File: config.mk
export PLATFORM = sky130hd
export DESIGN_NAME = mem_master_1rw_flat
export DESIGN_NICKNAME = d
export VERILOG_FILES = /design/src/rtl/mem_master_1rw_if.sv /design/src/rtl/mem_master_1rw.sv /design/src/flat_wrapper.sv
export SDC_FILE = /design/constraint.sdc
export NUM_CORES = 1
export LEC_CHECK = 0
export ABC_AREA = 1
export CORE_MARGIN = 4
export CORE_UTILIZATION = 39
export CTS_CLUSTER_DIAMETER = 120
export DETAILED_ROUTE_END_ITERATION = 6
export PLACE_DENSITY = 0.77
export SYNTH_ARGS = -nofsm -noshare
export SYNTH_HDL_FRONTEND = slang
export SYNTH_SLANG_ARGS = --single-unit
File: constraint.sdc
create_clock -name clk -period 1.7 [get_ports clk]
set_input_delay 0.51 -clock clk [delete_from_list [all_inputs] [get_ports clk]]
set_output_delay 0.51 -clock clk [all_outputs]
set_load 0.01 [all_outputs]
File: src/rtl/mem_master_1rw_if.sv
// mem_master_1rw_if: request, response and memory-side bus of mem_master_1rw (master = front-end, slave = environment)
interface mem_master_1rw_if #(
  parameter int ADDR_WIDTH = 8,
  parameter int WORD_BYTES = 8
);
  logic                    req_val;
  logic                    req_rdy;
  logic                    req_we;
  logic [ADDR_WIDTH-1:0]   req_addr;
  logic [8*WORD_BYTES-1:0] req_wdata;
  logic [WORD_BYTES-1:0]   req_be;
  logic                    rsp_val;
  logic                    rsp_rdy;
  logic [8*WORD_BYTES-1:0] rsp_data;
  logic                    err_addr;
  logic                    mem_ce;
  logic                    mem_we;
  logic [ADDR_WIDTH-1:0]   mem_addr;
  logic [8*WORD_BYTES-1:0] mem_wr_data;
  logic [WORD_BYTES-1:0]   mem_be;
  logic [8*WORD_BYTES-1:0] mem_rd_data;
  modport master (
    input  req_val, req_we, req_addr, req_wdata, req_be, rsp_rdy, mem_rd_data,
    output req_rdy, rsp_val, rsp_data, err_addr, mem_ce, mem_we, mem_addr, mem_wr_data, mem_be
  );
  modport slave (
    output req_val, req_we, req_addr, req_wdata, req_be, rsp_rdy, mem_rd_data,
    input  req_rdy, rsp_val, rsp_data, err_addr, mem_ce, mem_we, mem_addr, mem_wr_data, mem_be
  );
endinterface

File: src/rtl/mem_master_1rw.sv
// mem_master_1rw: valid/ready front-end for a 1RW sync memory with a 2-entry in-order read response buffer; MEM_MASTER_ADDR_CHK_EN drops out-of-range requests
module mem_master_1rw #(
  parameter int ADDR_WIDTH = 8,
  parameter int MEM_DEPTH  = 256,
  parameter int WORD_BYTES = 8
) (
  input logic              clk,
  input logic              rst_n,
  mem_master_1rw_if.master bus
);
  localparam int DW = 8 * WORD_BYTES;
  if (MEM_DEPTH > (1 << ADDR_WIDTH)) begin : g_bad_depth
    $error("MEM_DEPTH exceeds the address space");
  end
  logic [DW-1:0] fifo_q [2];
  logic          rd_ptr;
  logic          wr_ptr;
  logic [1:0]    cnt;
  logic          inflight;
  logic          oor_q;
  logic [1:0]    occ;
  logic          pop;
  logic          push;
  logic          acc;
  logic          acc_rd;
  logic          fwd;
  logic          in_range;
`ifdef MEM_MASTER_ADDR_CHK_EN
  logic          err_q;
  assign in_range     = 32'(bus.req_addr) < MEM_DEPTH;
  assign bus.err_addr = err_q;
`else
  assign in_range     = 1'b1;
  assign bus.err_addr = 1'b0;
`endif
  // a slot is free when stored + in-flight reads leave room, or when the head leaves this edge
  assign occ         = cnt + {1'b0, inflight};
  assign pop         = bus.rsp_val & bus.rsp_rdy;
  assign push        = inflight;
  assign bus.req_rdy = rst_n & ((occ < 2'd2) | pop);
  assign acc         = bus.req_val & bus.req_rdy;
  assign acc_rd      = acc & ~bus.req_we;
  assign fwd         = acc & in_range;
  assign bus.rsp_val = cnt != 2'd0;
  assign bus.rsp_data = fifo_q[rd_ptr];
  // memory port follows the accepted request combinationally, zero otherwise
  always_comb begin
    bus.mem_ce      = fwd;
    bus.mem_we      = fwd & bus.req_we;
    bus.mem_addr    = fwd ? bus.req_addr : '0;
    bus.mem_wr_data = fwd ? bus.req_wdata : '0;
    bus.mem_be      = fwd ? bus.req_be : '0;
  end
  // read tracking and buffer pointers; a dropped read returns zeros to keep the response count
  always_ff @(posedge clk or negedge rst_n) begin
    if (!rst_n) begin
      inflight <= 1'b0;
      oor_q    <= 1'b0;
      rd_ptr   <= 1'b0;
      wr_ptr   <= 1'b0;
      cnt      <= 2'd0;
    end else begin
      inflight <= acc_rd;
      oor_q    <= acc_rd & ~in_range;
      if (push) wr_ptr <= ~wr_ptr;
      if (pop) rd_ptr <= ~rd_ptr;
      cnt      <= cnt + {1'b0, push} - {1'b0, pop};
    end
  end
  // response storage captures the registered memory output one edge after the read
  always_ff @(posedge clk or negedge rst_n) begin
    if (!rst_n) begin
      fifo_q[0] <= '0;
      fifo_q[1] <= '0;
    end else if (push) begin
      fifo_q[wr_ptr] <= oor_q ? '0 : bus.mem_rd_data;
    end
  end
`ifdef MEM_MASTER_ADDR_CHK_EN
  // one-cycle error pulse for each dropped request
  always_ff @(posedge clk or negedge rst_n) begin
    if (!rst_n) err_q <= 1'b0;
    else        err_q <= acc & ~in_range;
  end
`endif
  // the credit rule makes a push into a full buffer impossible
  always @(posedge clk) begin
    if (rst_n) assert (!(push && !pop && cnt == 2'd2));
  end
endmodule

File: src/flat_wrapper.sv
// flat-port wrapper written by rule: the top's interface ports become plain ports
module mem_master_1rw_flat 
#(
  parameter int ADDR_WIDTH = 8,
  parameter int MEM_DEPTH  = 256,
  parameter int WORD_BYTES = 8
)
  (clk, rst_n, bus_req_val, bus_req_we, bus_req_addr, bus_req_wdata, bus_req_be, bus_rsp_rdy, bus_mem_rd_data, bus_req_rdy, bus_rsp_val, bus_rsp_data, bus_err_addr, bus_mem_ce, bus_mem_we, bus_mem_addr, bus_mem_wr_data, bus_mem_be);
  mem_master_1rw_if #(.ADDR_WIDTH(ADDR_WIDTH), .WORD_BYTES(WORD_BYTES)) bus_i ();
  input logic clk;
  input logic rst_n;
  input wire logic [$bits(bus_i.req_val)-1:0] bus_req_val;
  input wire logic [$bits(bus_i.req_we)-1:0] bus_req_we;
  input wire logic [$bits(bus_i.req_addr)-1:0] bus_req_addr;
  input wire logic [$bits(bus_i.req_wdata)-1:0] bus_req_wdata;
  input wire logic [$bits(bus_i.req_be)-1:0] bus_req_be;
  input wire logic [$bits(bus_i.rsp_rdy)-1:0] bus_rsp_rdy;
  input wire logic [$bits(bus_i.mem_rd_data)-1:0] bus_mem_rd_data;
  output wire logic [$bits(bus_i.req_rdy)-1:0] bus_req_rdy;
  output wire logic [$bits(bus_i.rsp_val)-1:0] bus_rsp_val;
  output wire logic [$bits(bus_i.rsp_data)-1:0] bus_rsp_data;
  output wire logic [$bits(bus_i.err_addr)-1:0] bus_err_addr;
  output wire logic [$bits(bus_i.mem_ce)-1:0] bus_mem_ce;
  output wire logic [$bits(bus_i.mem_we)-1:0] bus_mem_we;
  output wire logic [$bits(bus_i.mem_addr)-1:0] bus_mem_addr;
  output wire logic [$bits(bus_i.mem_wr_data)-1:0] bus_mem_wr_data;
  output wire logic [$bits(bus_i.mem_be)-1:0] bus_mem_be;
  assign bus_i.req_val = bus_req_val;
  assign bus_i.req_we = bus_req_we;
  assign bus_i.req_addr = bus_req_addr;
  assign bus_i.req_wdata = bus_req_wdata;
  assign bus_i.req_be = bus_req_be;
  assign bus_i.rsp_rdy = bus_rsp_rdy;
  assign bus_i.mem_rd_data = bus_mem_rd_data;
  assign bus_req_rdy = bus_i.req_rdy;
  assign bus_rsp_val = bus_i.rsp_val;
  assign bus_rsp_data = bus_i.rsp_data;
  assign bus_err_addr = bus_i.err_addr;
  assign bus_mem_ce = bus_i.mem_ce;
  assign bus_mem_we = bus_i.mem_we;
  assign bus_mem_addr = bus_i.mem_addr;
  assign bus_mem_wr_data = bus_i.mem_wr_data;
  assign bus_mem_be = bus_i.mem_be;
  mem_master_1rw #(.ADDR_WIDTH(ADDR_WIDTH), .MEM_DEPTH(MEM_DEPTH), .WORD_BYTES(WORD_BYTES)) u_core (.clk(clk), .rst_n(rst_n), .bus(bus_i));
endmodule
==> flow_summary.yaml <==
sta:
  worst_pin_slew_ns: 0.825
  hold_violations: 0
  slew_viol_final: 0
  fin_skew_ns: 0.00819
  period_needed_ns: 2.78
  fmaxAchievable_mhz: 360
  setup_slack_ns: -1.08
  grt_setup_unrepaired: "true"
  hold_ws_ns: 0.0800
  fin_crit_sh_pct: 164
  tns_ns: -87.81
  finalSetupViolations: 148
  slew_headroom_pct: 45.0
clocking:
  cts_root_buf: "clkbuf_16"
  cts-buffers-inserted: 17
  htree_levels: 4
  clock_sinks: 133
  cts.path.max_buffers: 2
  clk_pin_slew_ns: 0.06
  ctsHoldBuffers: 0
  cts_tree: "built"
  clk_latency_ns: 0.41
placement:
  place_congestion: 0.813
  dpl.hpwl_um: 15900
  dp.cells: 1380
  portBuffers: 296
worst_setup_path:
  crit_arrival_ns: 2.27
  worstPathMaxFanout: 15
  crit_type: "reg2out"
  end_kind: "output port"
  ff2ff_path_depth: 11
  crit_path_start_kind: "register"
  cp.required_ns: 1.19
floorplan:
  start_util_pct: 40.3
  dieWidth_um: 142
  coreArea_um2: 17500
  io_pins: 298
  die_h_um: 142
  die_area_um2: 20300
  num_rows: 48
outcome:
  status: "finished with violations"
  violations: "setup timing"
routing:
  remaining_drc_errors: 0
  drtAntennaViolNets: 0
  first_pass_iters: 5
  vias: 6746
  viasPerCell: 4.61
  initialDrtViolationCount: 373
  routedWlPerCell_um: 16.3
  wl_um: 23800
power_and_ir_drop:
  seqPwrFrac_pct: 29.1
  switching_power_mw: 7.87
  pwr-share-comb_pct: 54.8
  p_per_area_nw_per_um2: 1690
  irDropWorstVdd_mv: 1.27
  p_sw_share_pct: 38.4
  power.share.clock_pct: 16.1
  intPower_mw: 12.6
  p_leak_nw: 6.42
grt:
  grt_max_degree: 83
  antenna_found_initial: 3
  grt_pass1_wl_um: 34700
  gr-total-overflow: 0
  grt_use_total_pct: 21.9
  first_global_vias: 6450
finish:
  areaGrowthSynthToFinish_pct: 72.2
  fin_util_pct: 69.4
  fillers: 1293
  stdcell_count: 1462
  layout.nets: 1375
  drive_above_1_share_pct: 35.4
yosys:
  synth_cell_types: 22
  netlist_area_um2: 7040
  synth-seq-cells: 133
  ys_seq_area_share_pct: 47.3
  syn_nets: 1036
  synth_area_leader_cell: "dfrtp_1"
  syn_inst: 885
  synth_top_area_share_pct: 47.3
  avgSynthCellArea_um2: 7.96
  synth_area_leaders: "dfrtp_1, nand2_1, nor2_4, inv_1, o21ai_0"
  ys_warn_count: 0
worst_hold_path:
  min_path_type: "in2async"
job:
  maxCapViolCount: 0
worst paths after layout:
| path | slack [ns] | to | startpoint |
|---|---|---|---|
| setup / recovery | -1.08 | bus_mem_wr_data[5] | u_core.inflight |
| hold / removal | 0.08 | u_core.fifo_q[121] | rst_n |
| setup reg to reg | 0.13 | u_core.inflight | u_core.inflight |
| hold reg to reg | 0.49 | u_core.fifo_q[7] | u_core.fifo_q[7] |
| max in group asynchronous | 0.58 | u_core.fifo_q[21] | rst_n |
| min in group clk | 0.49 | u_core.fifo_q[7] | u_core.fifo_q[7] |
worst max-delay path: stages, from the launching register on:
cell and delay [ns]:
dfrtp_1 0.38, ha_2 0.20, nand2_2 0.07, nand2_2 0.06, nand2_4 0.08, nand3_4 0.16
clkbuf_16 0.27, nor2_4 0.08, clkdlybuf4s50_1 0.54
layer usage:
metal  vias to the layer above  track usage, %  part of all wire (%)
li1                       3300               -                     -
met1                      3179            30.6                    42
met2                       220            33.6                    49
met3                        43            5.28                   6.6
met4                         4            6.95                   2.2
met5                         -               0                  0.11
power groups by stage:
stage          clock network (mW)  registers (mW)  logic [mW]
2_1_floorplan                   0            5.42        4.22
3_3_place_gp                    0            5.56        8.18
3_5_place_dp                    0            5.63        8.32
4_1_cts                      3.36            5.69        9.72
5_1_grt                      3.54            6.12        12.2
6_report                     3.31            5.96        11.2
through the flow:
stage,cell area (um2),power [mW],worst slack [ns]
2_1_floorplan,7040,9.64,-0.0650
3_3_place_gp,10300,13.7,-1.00
3_5_place_dp,10300,13.9,-1.05
4_1_cts,11400,18.8,-1.09
5_1_grt,12100,21.8,-1.18
6_report,12100,20.5,-1.08
cells in the final DEF, fill, tap and decap left out, types with 6 or more instances in the layout:
cell,synthesis,routed
clkbuf_16,0,20
inv_1,151,149
buf_4,1,20
nand2_2,3,75
nand2_1,324,205
nor2_1,13,8
buf_8,0,13
o21ai_0,73,73
nor2_4,69,71
nand2_4,0,47
dlymetal6s2s_1,0,12
buf_2,18,27
clkinv_2,0,6
clkdlybuf4s50_1,0,160
buf_12,8,10
buf_6,0,109
clkbuf_2,0,8
dfrtp_1,133,132
o21ai_1,55,55
buf_16,0,8
registers in the layout (all words and copies together) (netlist names):
register,count
u_core.rd_ptr,1
u_core.wr_ptr,1
u_core.inflight,1
u_core.cnt,2
u_core.fifo_q,128
final cells by class:
| class | instances | area (um2) | area share [%] |
|---|---|---|---|
| repair buffers | 371 | 4000 | 33.0 |
| inverters | 153 | 587 | 4.84 |
| flip-flops and latches | 133 | 3330 | 27.5 |
| well taps | 225 | 282 | 2.32 |
| clock inverters | 9 | 52.6 | 0.433 |
| multi-input cells | 548 | 3380 | 27.8 |
| clock buffers | 22 | 494 | 4.08 |
| diodes | 1 | 2.50 | 0.0206 |
repair_timing:
item / in CTS / in global routing
gates cloned: 9 / 4
pin swaps: 18 / 40
resized for setup: 409 / 391
buffers inserted: 35 / 19
endpoints found under the setup margin: 148 / 148
cells in the mapped netlist, drive strengths merged:
cell type	instances
or2	2
conb	1
ha	2
xor2	2
nor2	82
dfrtp	133
a21boi	1
o21ai	129
inv	153
clkbuf	17
nand2	327
nand3	1
buf	35
kinds of logic (layout without fill, tap and decap cells):
family	after synthesis	after routing	share of synthesized area, %
buffers and inverters	205	555	13.2
AOI/OAI and AO/OA	130	130	9.33
other	1	2	0.0533
adders and majority gates	2	2	0.355
xor gates and xnor gates	2	2	0.249
DFF	133	133	47.3
and+or+nand+nor	412	413	29.6
(Power assumes the default switching activity.)
